File: src/rtl/s208_pkg.sv
// s208_pkg: shared widths, limits and the counter state type for the s208
// sequential core and its nibble counters.
package s208_pkg;

    localparam int CNT_W  = 8;
    localparam int NIB_W  = 4;
    localparam int DATA_W = CNT_W + 1;

    localparam logic [CNT_W-1:0] CNT_MAX = 8'hFF;
    localparam logic [NIB_W-1:0] NIB_MAX = 4'hF;

    typedef logic [CNT_W-1:0] cnt_t;

endpackage

File: src/rtl/s208_nibble_cnt.sv
// s208_nibble_cnt: 4-bit counter slice with synchronous clear and increment.
// co flags that this slice is at its maximum and is being told to step,
// which is what the next slice up uses as its increment.
// Optional macro S208_SEQ_LOAD_EN adds a parallel load (ld/ld_val) that sits
// between clear and increment in priority.
module s208_nibble_cnt
    import s208_pkg::*;
(
    input  logic             clk,
    input  logic             rst_n,
    input  logic             clr,
    input  logic             inc,
`ifdef S208_SEQ_LOAD_EN
    input  logic             ld,
    input  logic [NIB_W-1:0] ld_val,
`endif
    output logic [NIB_W-1:0] q,
    output logic             co
);

    // Nibble state: clear wins, then load (when built in), then increment.
    always_ff @(posedge clk or negedge rst_n) begin
        if (!rst_n) begin
            q <= '0;
        end else if (clr) begin
            q <= '0;
`ifdef S208_SEQ_LOAD_EN
        end else if (ld) begin
            q <= ld_val;
`endif
        end else if (inc) begin
            q <= q + 1'b1;
        end
    end

    // Carry out towards the next nibble when this one is about to roll over.
    always_comb begin
        co = (q == NIB_MAX) && inc;
    end

endmodule

File: src/rtl/s208_seq_core.sv
// s208_seq_core: 8-bit enabled counter built from two nibble slices, with a
// registered wrap pulse and a registered select-data output that picks the
// data bit addressed by the lowest set bit of the counter (bit 8 when zero).
// Optional macro S208_SEQ_LOAD_EN adds ports load/load_val for a parallel
// load of the whole counter.
module s208_seq_core #(
    parameter int CNT_W  = 8,
    parameter int DATA_W = 9
) (
    input  logic              clk,
    input  logic              rst_n,
    input  logic              en,
    input  logic              clr,
    input  logic [DATA_W-1:0] data,
`ifdef S208_SEQ_LOAD_EN
    input  logic              load,
    input  logic [CNT_W-1:0]  load_val,
`endif
    output logic [CNT_W-1:0]  cnt,
    output logic              tc_lo,
    output logic              wrap,
    output logic              sel_out
);

    import s208_pkg::*;

    // The counter structure is only built for the 8-bit / 9-bit-data shape.
    generate
        if (CNT_W != s208_pkg::CNT_W || DATA_W != CNT_W + 1) begin : g_bad_param
            $error("s208_seq_core: CNT_W must be 8 and DATA_W must be CNT_W+1");
        end
    endgenerate

    // Index of the lowest set bit of the counter; 8 selects data[8] when the
    // counter is all zero. Scanning from the top lets the lowest bit win.
    function automatic logic [3:0] lowest_set_idx(input cnt_t value);
        logic [3:0] idx;
        idx = 4'd8;
        for (int i = s208_pkg::CNT_W - 1; i >= 0; i--) begin
            if (value[i]) begin
                idx = 4'(i);
            end
        end
        return idx;
    endfunction

    logic [NIB_W-1:0] lo_q;
    logic [NIB_W-1:0] hi_q;
    logic             lo_co;
    logic             hi_co;
    logic             load_hit;
    logic             wrap_hit;
    logic [3:0]       sel_idx;
    logic             sel_bit;

`ifdef S208_SEQ_LOAD_EN
    assign load_hit = load;
`else
    assign load_hit = 1'b0;
`endif

    s208_nibble_cnt u_lo (
        .clk    (clk),
        .rst_n  (rst_n),
        .clr    (clr),
        .inc    (en),
`ifdef S208_SEQ_LOAD_EN
        .ld     (load),
        .ld_val (load_val[NIB_W-1:0]),
`endif
        .q      (lo_q),
        .co     (lo_co)
    );

    s208_nibble_cnt u_hi (
        .clk    (clk),
        .rst_n  (rst_n),
        .clr    (clr),
        .inc    (lo_co),
`ifdef S208_SEQ_LOAD_EN
        .ld     (load),
        .ld_val (load_val[CNT_W-1:NIB_W]),
`endif
        .q      (hi_q),
        .co     (hi_co)
    );

    // Counter view, low-nibble terminal count, wrap condition and select bit.
    always_comb begin
        cnt      = {hi_q, lo_q};
        tc_lo    = (lo_q == NIB_MAX) && en && !clr;
        wrap_hit = (cnt == CNT_MAX) && en && !clr && !load_hit && hi_co;
        sel_idx  = lowest_set_idx(cnt);
        sel_bit  = data[sel_idx];
    end

    // Registered outputs: wrap pulse after a full roll-over, and the selected
    // data bit sampled from the pre-edge count (forced low on clear).
    always_ff @(posedge clk or negedge rst_n) begin
        if (!rst_n) begin
            wrap    <= 1'b0;
            sel_out <= 1'b0;
        end else if (clr) begin
            wrap    <= 1'b0;
            sel_out <= 1'b0;
        end else begin
            wrap    <= wrap_hit;
            sel_out <= sel_bit;
        end
    end

endmodule
File: config.mk
export PLATFORM = sky130hd
export DESIGN_NAME = s208_seq_core
export DESIGN_NICKNAME = d
export VERILOG_FILES = /design/src/rtl/s208_pkg.sv /design/src/rtl/s208_nibble_cnt.sv /design/src/rtl/s208_seq_core.sv
export SDC_FILE = /design/constraint.sdc
export NUM_CORES = 1
export LEC_CHECK = 0
export CORE_MARGIN = 2
export CORE_UTILIZATION = 30
export DETAILED_ROUTE_END_ITERATION = 16
export GPL_ROUTABILITY_DRIVEN = 0
export PLACE_DENSITY_LB_ADDON = 0.05
export SKIP_LAST_GASP = 1
export SYNTH_ARGS = -nofsm -noshare
export SYNTH_HDL_FRONTEND = slang
export SYNTH_SLANG_ARGS = --single-unit
File: constraint.sdc
create_clock -name clk -period 1.7 [get_ports clk]
set_input_delay 0.51 -clock clk [delete_from_list [all_inputs] [get_ports clk]]
set_output_delay 0.51 -clock clk [all_outputs]
set_load 0.01 [all_outputs]
==> flow_metrics.env, run 1 <==
export IMPL_clock_latency_ns=0.28
export IMPL_placementRows=16
export IMPL_dr_total_vias=624
export IMPL_synthToLayoutAreaGrowth_pct=77.82
export IMPL_clk_pin_slew_worst_paths_ns=0.08
export IMPL_synth_seq_cells=10
export IMPL_synthTopCellsByArea="dfrtp_1 (42%), mux2i_1 (5.0%), nor2_1 (5.0%)"
export IMPL_drive_gt1_share_pct=30.84
export IMPL_rsz0062_at_grt="true"
export IMPL_arrival_ns=1.98
export IMPL_fin_crit_ns=1.812
export IMPL_yosys_area_top_type="dfrtp_1"
export IMPL_clockBufferDepth=2
export IMPL_p_leak_nw=0.5281
export IMPL_clock_skew_ns=0.007997
export IMPL_crit_path_end_kind="register"
export IMPL_pwr_share_seq_pct=39.8
export IMPL_ys_flop_type="dfrtp_1"
export IMPL_avgSynthCellArea_um2=9.345
export IMPL_syn_nets=79
export IMPL_fin_nets=123
export IMPL_fin_util_pct=55.34
export IMPL_initial_core_util_pct=31.12
export IMPL_muxShareOfSynthArea_pct=5.021
export IMPL_rr_startpoint="u_lo.q[1]$_DFFE_PN0P_"
export IMPL_yosysSeqAreaShare_pct=41.84
export IMPL_first_pass_iters=4
export IMPL_die_height_um=48.65
export IMPL_core_um2=1922
export IMPL_vias_per_cell=4.657
export IMPL_fillers=193
export IMPL_p_comb_share_pct=24.0
export IMPL_overflow=0
export IMPL_totalPowerFinal_mw=0.6310
export IMPL_netlist_area_um2=598.1
export IMPL_holdWs_ns=0.5392
export IMPL_io_buffer_count=23
export IMPL_yosys_area_share_simple_pct=25.73
export IMPL_grt_pass1_wl_mm=3.091
export IMPL_synthXorXnorAreaFrac_pct=5.858
export IMPL_setup_slack_ns=-0.1122
export IMPL_critPathLaunchType="register"
export IMPL_ctsHoldBuffers=0
export IMPL_place_inst=124
export IMPL_violations="setup timing"
export IMPL_diodes=0
export IMPL_ir_worst_vdd_uv=460.6
export IMPL_cp_max_fo=6
export IMPL_swShare_pct=26.38
export IMPL_synth_edf_count=0
export IMPL_cts_sinks=10
export IMPL_postPlaceCellArea_um2=942.2
export IMPL_critPathBufInv=1
export IMPL_grt_use_total_pct=16.99
export IMPL_routedWlPerCell_um=12.27
export IMPL_reg2reg_setup_slack_ns=-0.11
export IMPL_final_period_utilization_pct=106.6
export IMPL_clock_power_share_pct=36.2
export IMPL_drt_total_wl_mm=1.644
export IMPL_postRouteAntennaNets=0
export IMPL_drc_errors=0
export IMPL_r2r_cells=6
export IMPL_dpl_hpwl_mm=1.146
export IMPL_synthCells=64
export IMPL_synth_top_family_by_area="simple AND/OR/NAND/NOR gates"
export IMPL_grt_max_degree=11
export IMPL_first_iter_violations=2
export IMPL_max_slew_margin_pct=69.61
export IMPL_slowest_stage="or4_4"
export IMPL_slew_violations=0
export IMPL_cp_required_ns=1.87
export IMPL_finalHoldViolCount=0
export IMPL_cts_buffers_inserted=3
export IMPL_crit_chain="buf_4 -> or4_4 -> a211oi_4 -> nor4_4 -> o21a_1 -> a21o_1"
export IMPL_synth_fa_ha_area_share_pct=4.184
export IMPL_synth_top_area_share_pct=41.84
export IMPL_switchingPower_mw=0.1665
export IMPL_root_buffer="clkbuf_4"
export IMPL_synth_compound_gate_area_share_pct=13.60
export IMPL_setup_violations=4
export IMPL_synth_cell_types=28
export IMPL_hold_class="primary input to asynchronous set/reset pin"
export IMPL_cpLargestDelayFamily="simple AND/OR/NAND/NOR gates"
export IMPL_tritoncts="yes"
export IMPL_antenna_found_initial=0
export IMPL_h_tree_depth=1
export IMPL_p_per_area_nw_per_um2=593.4
export IMPL_synth_most_common_cell="dfrtp_1"
export IMPL_fin_area_um2=1064
export IMPL_max_freq_mhz=551.8
export IMPL_grt_pass1_vias=671
export IMPL_synthTopCellsByCount="dfrtp_1 (10), nor2_1 (8), inv_1 (5)"
export IMPL_worst_pin_slew_ns=0.4544
export IMPL_fin_cells=134
export IMPL_r2r_end="sel_out$_DFF_PN0_"
export IMPL_maxCapViolCount=0
export IMPL_p_int_mw=0.4646
export IMPL_async_flop_share_pct=100.0
export IMPL_slowest_delay_ns=0.53
export IMPL_dieArea_um2=2367
export IMPL_die_x_um=48.65
export IMPL_worstSetupPathType="register to register"
export IMPL_boundaryPins=24
export IMPL_status="complete, but fails checks"
export IMPL_synth_warnings=0
-- metal layers --
| metal | GRT usage, % | wire length, um | vias to the layer above |
|---|---|---|---|
| li1 | - | - | 310 |
| met1 | 22.87 | 744 | 294 |
| met2 | 24.66 | 773 | 15 |
| met3 | 4.938 | 86 | 5 |
| met4 | 8.571 | 40 | 0 |
| met5 | 0 | 0 | - |
-- worst register-to-register path, cell delays in order (launching register included) --
cell and delay (ns):
dfrtp_1 0.38, buf_4 0.16, or4_4 0.53, a211oi_4 0.21, nor4_4 0.08, o21a_1 0.18, a21o_1 0.15
-- worst max-delay path by stage --
stage | start | endpoint | slack (ns) | depth (start not counted)
2_1_floorplan | u_lo.q[2]$_DFFE_PN0P_ | sel_out$_DFF_PN0_ | 0.007 | 5
3_3_place_gp | en | tc_lo | -0.64 | 4
3_5_place_dp | en | tc_lo | -0.65 | 4
4_1_cts | clr | sel_out$_DFF_PN0_ | -0.09 | 6
5_1_grt | u_lo.q[0]$_DFFE_PN0P_ | u_hi.q[3]$_DFFE_PN0P_ | -0.18 | 8
6_report | u_lo.q[1]$_DFFE_PN0P_ | sel_out$_DFF_PN0_ | -0.11 | 6
-- cell usage in the layout (no fill, tap or decap) --
cell,n
nor3_1,2
and4_1,1
or2_2,1
buf_4,17
dfrtp_2,2
clkbuf_4,3
nand2b_1,2
o21ai_0,3
nor2b_1,1
xnor2_1,3
o21a_1,1
dfrtp_1,8
nor3b_1,1
a211o_1,1
or3_1,3
xor2_1,1
dlymetal6s2s_1,1
nand2_1,1
nor4_2,1
ha_1,2
or3b_4,1
a211oi_4,2
a211oi_2,1
a21o_1,1
clkdlybuf4s50_1,13
or4_4,1
nor2_2,1
nor4_4,1
mux2i_1,3
buf_2,1
nand4_1,2
nor2_1,7
a21oi_1,3
clkbuf_8,1
dlygate4sd2_1,8
nand3_1,1
inv_1,5
-- logic make-up after synthesis --
logic type / Yosys count
flip-flops: 10
multiplexers: 3
AND/OR/NAND/NOR: 27
adder cells (fa/ha/maj): 2
XOR/XNOR: 4
buffers and inverters: 6
AO/OA/AOI/OAI: 12
-- power groups by stage --
stage | combinational, mW | clock (mW) | sequential [mW]
global placement | 0.136 | 0 | 0.255
finish | 0.152 | 0.229 | 0.251
global route | 0.167 | 0.244 | 0.252
CTS | 0.139 | 0.228 | 0.251
detailed placement | 0.137 | 0 | 0.256
floorplan | 0.0445 | 0 | 0.266
-- sequential cells by signal (all words and copies together) (netlist names) --
name,count
u_hi.q,4
u_lo.q,4
wrap,1
sel_out,1
-- cell type report --
cell class              count  area, um^2  share of cell area (%)
multi-input cells          48       376.6                   35.41
repair buffers             40       345.3                   32.47
flip-flops and latches     10       252.7                   23.76
clock buffers               4       36.28                   3.412
well taps                  27       33.78                   3.176
inverters                   5       18.77                   1.765
-- metrics by stage --
stage                     setup slack (ns)  TNS, ns
after floorplan                   0.007346        0
after global placement             -0.6438   -1.438
after detailed placement           -0.6515   -1.417
after CTS                         -0.09218  -0.2157
after global routing               -0.1782  -0.6762
final                              -0.1122  -0.2304
-- repair_timing --
item	4_1_cts	5_1_grt
buffers inserted	6	0
resized for setup	18	5
endpoints found under the setup margin	10	5
pin swaps	4	1
hold endpoints to repair	0	0
Note: power is estimated with default switching activity, not from simulation.
==> inputs of run 2 (changes only) <==
Settings changed: SKIP_LAST_GASP 1 to unset.
==> run 2 against run 1 <==
The run still ends with setup timing left. Wire length fell by 0.49%. First-iteration DRC count did not move. Non-clock buffer count unchanged. Cell count is the same. Clock skew about the same. Global-route usage unchanged. Sequential power is essentially flat. Sequential share of layout area is the same. Via count fell by 0.80%. Count of clock-buffer cells in the layout unchanged. Combinational power hardly changed. Critical path type unchanged. Critical endpoint unchanged. Highest routed layer unchanged.
==> flow_metrics.env, run 2 (synthesized netlist as in run 1, its figures left out) <==
export IMPL_status="complete, but fails checks"
export IMPL_violations="setup timing"
export IMPL_drt_total_wl_mm=1.636
export IMPL_ir_worst_vdd_uv=459.5
export IMPL_crit_path_end_kind="register"
export IMPL_postRouteAntennaNets=0
export IMPL_vias_per_cell=4.619
export IMPL_h_tree_depth=1
export IMPL_critPathBufInv=1
export IMPL_most_common_layout_cells="buf_4 (17), clkdlybuf4s50_1 (13), dlygate4sd2_1 (8), dfrtp_1 (8), nor2_1 (7)"
export IMPL_mostFrequentLayoutCell="buf_4"
export IMPL_holdWs_ns=0.5405
export IMPL_first_pass_iters=4
export IMPL_worstSetupPathType="register to register"
export IMPL_initial_core_util_pct=31.12
export IMPL_fillers=193
export IMPL_clock_latency_ns=0.28
export IMPL_first_iter_violations=2
export IMPL_totalPowerFinal_mw=0.6308
export IMPL_pre_cts_ws_ns=-0.6515
export IMPL_crit_chain="buf_4 -> or4_4 -> a211oi_4 -> nor4_4 -> o21a_1 -> a21o_1"
export IMPL_grt_max_degree=11
export IMPL_overflow=0
export IMPL_slowest_delay_ns=0.53
export IMPL_fin_crit_ns=1.812
export IMPL_tns_ns=-0.2293
export IMPL_routedWlPerCell_um=12.21
export IMPL_max_slew_margin_pct=69.49
export IMPL_setup_violations=4
export IMPL_boundaryPins=24
export IMPL_fin_nets=123
export IMPL_max_freq_mhz=552.0
export IMPL_rsz0062_at_grt="true"
export IMPL_grt_use_total_pct=16.99
export IMPL_dpl_hpwl_mm=1.146
export IMPL_clockBufferDepth=2
export IMPL_placementRows=16
export IMPL_largestRegisters="u_hi.q: 4 flops, u_lo.q: 4 flops"
export IMPL_clock_skew_ns=0.007498
export IMPL_p_leak_nw=0.5289
export IMPL_final_period_utilization_pct=106.6
export IMPL_tritoncts="yes"
export IMPL_drive_gt1_share_pct=30.84
export IMPL_maxCapViolCount=0
export IMPL_slowest_stage="or4_4"
export IMPL_die_height_um=48.65
export IMPL_cpLargestDelayFamily="simple AND/OR/NAND/NOR gates"
export IMPL_cts_sinks=10
export IMPL_cp_required_ns=1.87
export IMPL_dieArea_um2=2367
export IMPL_dr_total_vias=619
export IMPL_hold_class="primary input to asynchronous set/reset pin"
export IMPL_die_x_um=48.65
export IMPL_drc_errors=0
export IMPL_root_buffer="clkbuf_4"
export IMPL_grt_pass1_vias=671
export IMPL_grt_pass1_wl_mm=3.091
export IMPL_worst_pin_slew_ns=0.4563
export IMPL_io_buffer_count=23
export IMPL_cp_max_fo=6
export IMPL_core_um2=1922
export IMPL_synthToLayoutAreaGrowth_pct=77.82
export IMPL_slew_violations=0
export IMPL_arrival_ns=1.98
export IMPL_fin_util_pct=55.34
export IMPL_clk_pin_slew_worst_paths_ns=0.08
export IMPL_critPathLaunchType="register"
export IMPL_finalHoldViolCount=0
export IMPL_setup_slack_ns=-0.1117
export IMPL_p_per_area_nw_per_um2=593.1
export IMPL_diodes=0
export IMPL_cts_buffers_inserted=3
export IMPL_antenna_found_initial=0
run 2: cell counts in the layout (fill, tap and decap cells not counted):
Identical to the previous run, type by type.
run 2: metrics by stage:
| step | instance area (um^2) | std cells |
|---|---|---|
| floorplan | 599.3 | 64 |
| global placement | 942.2 | 124 |
| detailed placement | 942.2 | 124 |
| CTS | 1031 | 134 |
| global route | 1064 | 134 |
| finish | 1064 | 134 |
run 2: final timing paths:
check,from,endpoint,slack (ns),depth (start not counted)
worst min register to register,u_hi.q[1]$_DFFE_PN0P_,u_hi.q[1]$_DFFE_PN0P_,0.58,2
max in group asynchronous,rst_n,u_hi.q[0]$_DFFE_PN0P_,0.81,1
worst max register to register,u_lo.q[1]$_DFFE_PN0P_,sel_out$_DFF_PN0_,-0.11,6
min in group clk,u_hi.q[1]$_DFFE_PN0P_,u_hi.q[1]$_DFFE_PN0P_,0.58,2
worst min-delay path,rst_n,u_lo.q[0]$_DFFE_PN0P_,0.54,1
worst max-delay path,u_lo.q[1]$_DFFE_PN0P_,sel_out$_DFF_PN0_,-0.11,6
run 2: area by class of cell:
cell class | instances | area (um^2) | area share (%)
tap | 27 | 33.78 | 3.176
multi-input combinational | 48 | 376.6 | 35.41
inverter | 5 | 18.77 | 1.765
sequential | 10 | 252.7 | 23.76
timing repair buffer | 40 | 345.3 | 32.47
clock buffer | 4 | 36.28 | 3.412
run 2: timing repair:
action	CTS	global route
resized for setup	18	5
hold buffers	0	0
hold endpoints to repair	0	0
pin swaps	5	2
setup buffers	6	0
endpoints found under the setup margin	10	5
run 2: power by group:
| group | internal (mW) | total, mW | switching [mW] |
|---|---|---|---|
| registers | 0.247 | 0.251 | 0.00396 |
| logic | 0.0872 | 0.152 | 0.0644 |
| clock network | 0.130 | 0.228 | 0.0979 |
run 2: routing by layer:
| metal | GRT usage [%] | part of all wire (%) |
|---|---|---|
| met1 | 22.87 | 45 |
| met2 | 24.66 | 47 |
| met3 | 4.938 | 5.3 |
| met4 | 8.571 | 2.4 |
| met5 | 0 | 0 |
==> inputs of run 3 (changes only) <==
Settings changed: CTS_BUF_LIST set to sky130_fd_sc_hd__clkbuf_2, GPL_ROUTABILITY_DRIVEN 0 to unset.
Clock period 1.7 ns to 2.3 ns, I/O delays scaled along.
==> run 3 against run 2 <==
The run now ends clean. Setup slack improved by 0.32 ns. Non-clock buffer count fell by 10. Sequential share of layout area up 3.3 points. Clock skew down 0.0068 ns. Global-route usage shrank 2.7 points. Wire length is 9.2% lower. First-iteration DRC count increased by 50%. Via count down 6.1%. Register-to-register slack improved by 0.55 ns. Cell count decreased by 8.2%.
==> flow_metrics.env, run 3 (synthesized netlist as in run 1, its figures left out) <==
export IMPL_status="finished clean"
export IMPL_drc_errors=0
export IMPL_hold_class="register to register"
export IMPL_h_tree_depth=1
export IMPL_fillers=201
export IMPL_most_common_layout_cells="clkdlybuf4s50_1 (21), dfrtp_1 (10), nor2_1 (7), buf_4 (7), inv_1 (5)"
export IMPL_io_buffer_count=23
export IMPL_antenna_found_initial=0
export IMPL_max_freq_mhz=477.0
export IMPL_root_buffer="clkbuf_2"
export IMPL_dieArea_um2=2367
export IMPL_postRouteAntennaNets=0
export IMPL_r2r_cells=6
export IMPL_clock_skew_ns=0.0007133
export IMPL_rr_startpoint="u_lo.q[2]$_DFFE_PN0P_"
export IMPL_largestRegisters="u_hi.q: 4 flops, u_lo.q: 4 flops"
export IMPL_reg2reg_setup_slack_ns=0.44
export IMPL_slew_violations=0
export IMPL_vias_per_cell=4.724
export IMPL_dr_total_vias=581
export IMPL_setup_violations=0
export IMPL_crit_chain="clkdlybuf4s50_1 -> nor2_2 -> buf_2"
export IMPL_fin_area_um2=925.9
export IMPL_worstSetupPathType="primary input to output port"
export IMPL_placementRows=16
export IMPL_initial_core_util_pct=31.12
export IMPL_overflow=0
export IMPL_fin_crit_ns=2.097
export IMPL_die_x_um=48.65
export IMPL_max_slew_margin_pct=68.77
export IMPL_routedWlPerCell_um=12.07
export IMPL_critPathBufInv=2
export IMPL_clk_pin_slew_worst_paths_ns=0.10
export IMPL_tritoncts="yes"
export IMPL_mostFrequentLayoutCell="clkdlybuf4s50_1"
export IMPL_arrival_ns=1.41
export IMPL_slowest_stage="clkdlybuf4s50_1"
export IMPL_clockBufferDepth=2
export IMPL_synthToLayoutAreaGrowth_pct=54.81
export IMPL_finalHoldViolCount=0
export IMPL_fin_nets=113
export IMPL_hold_path_endpoint="u_hi.q[3]$_DFFE_PN0P_"
export IMPL_worst_pin_slew_ns=0.4670
export IMPL_grt_pass1_vias=565
export IMPL_drive_gt1_share_pct=16.67
export IMPL_slowest_delay_ns=0.45
export IMPL_postPlaceCellArea_um2=903.4
export IMPL_dpl_hpwl_mm=1.115
export IMPL_diodes=0
export IMPL_fin_util_pct=48.18
export IMPL_p_per_area_nw_per_um2=402.7
export IMPL_rsz0062_at_grt="false"
export IMPL_final_period_utilization_pct=91.16
export IMPL_worstHoldStart="u_hi.q[3]$_DFFE_PN0P_"
export IMPL_cp_max_fo=2
export IMPL_drt_total_wl_mm=1.485
export IMPL_place_gp_congestion=0.7455
export IMPL_critPathLaunchType="primary input"
export IMPL_clock_latency_ns=0.24
export IMPL_cts_sinks=10
export IMPL_core_um2=1922
export IMPL_cp_required_ns=1.61
export IMPL_crit_path_end_kind="output port"
export IMPL_cpLargestDelayFamily="buffers and inverters"
export IMPL_cts_buffers_inserted=3
export IMPL_boundaryPins=24
export IMPL_grt_max_degree=11
export IMPL_first_iter_violations=3
export IMPL_grt_pass1_wl_mm=2.628
export IMPL_first_pass_iters=3
export IMPL_worstHoldPathCells=2
export IMPL_die_height_um=48.65
export IMPL_r2r_end="sel_out$_DFF_PN0_"
export IMPL_pre_cts_ws_ns=-0.3987
export IMPL_ir_worst_vdd_uv=205.4
export IMPL_maxCapViolCount=0
export IMPL_grt_use_total_pct=14.28
export IMPL_setup_slack_ns=0.2034
export IMPL_p_leak_nw=0.4196
[run 3: power breakdown]
group          total [mW]  switching, mW  internal [mW]
combinational      0.0942         0.0385         0.0556
sequential          0.185        0.00248          0.182
clock              0.0938         0.0582         0.0356
total               0.373         0.0992          0.274
[run 3: per-layer routing]
layer / share of wire [%] / global-route usage (%)
met4: 0.54 / 7.143
met2: 44 / 19.86
met5: 0 / 0
met3: 6.7 / 5.247
met1: 48 / 19.30
[run 3: area by class of cell]
| cell class | count | area (um^2) | area share (%) |
|---|---|---|---|
| multi-input combinational | 48 | 327.8 | 35.41 |
| inverter | 5 | 18.77 | 2.027 |
| clock buffer | 3 | 15.01 | 1.622 |
| tap | 27 | 33.78 | 3.649 |
| timing repair buffer | 30 | 280.3 | 30.27 |
| sequential | 10 | 250.2 | 27.03 |
[run 3: worst register-to-register path: cells and delay by family, from the launching register on]
kind,cells,cell delay (ns)
AND/OR/NAND/NOR,2,0.66
buffers and inverters,1,0.16
AO/OA/AOI/OAI,3,0.54
flip-flops,1,0.39
[run 3: metrics by stage]
| stage | TNS (ns) | instances | power, mW | hold slack [ns] |
|---|---|---|---|---|
| 2_1_floorplan | 0 | 64 | 0.2295 | 0.3944 |
| 3_3_place_gp | -0.4927 | 119 | 0.2833 | 0.6068 |
| 3_5_place_dp | -0.4769 | 119 | 0.2833 | 0.6056 |
| 4_1_cts | 0 | 123 | 0.3810 | 0.6187 |
| 5_1_grt | 0 | 123 | 0.3991 | 0.6657 |
| 6_report | 0 | 123 | 0.3728 | 0.6110 |
[run 3: how the worst max path moves through the flow]
stage                     cells after the start                 to  slack [ns]     from
after global routing                          3              tc_lo        0.15      clr
after detailed placement                      4              tc_lo       -0.40       en
after global placement                        4              tc_lo       -0.41       en
final                                         3              tc_lo        0.20      clr
after CTS                                     4              tc_lo        0.02       en
after floorplan                               5  sel_out$_DFF_PN0_        0.44  data[3]
[run 3: repair_timing]
item,4_1_cts,5_1_grt
gates resized for setup,5,1
pin swaps,2,1
setup buffers,1,0
endpoints found under the setup margin,1,1
hold buffers,0,0
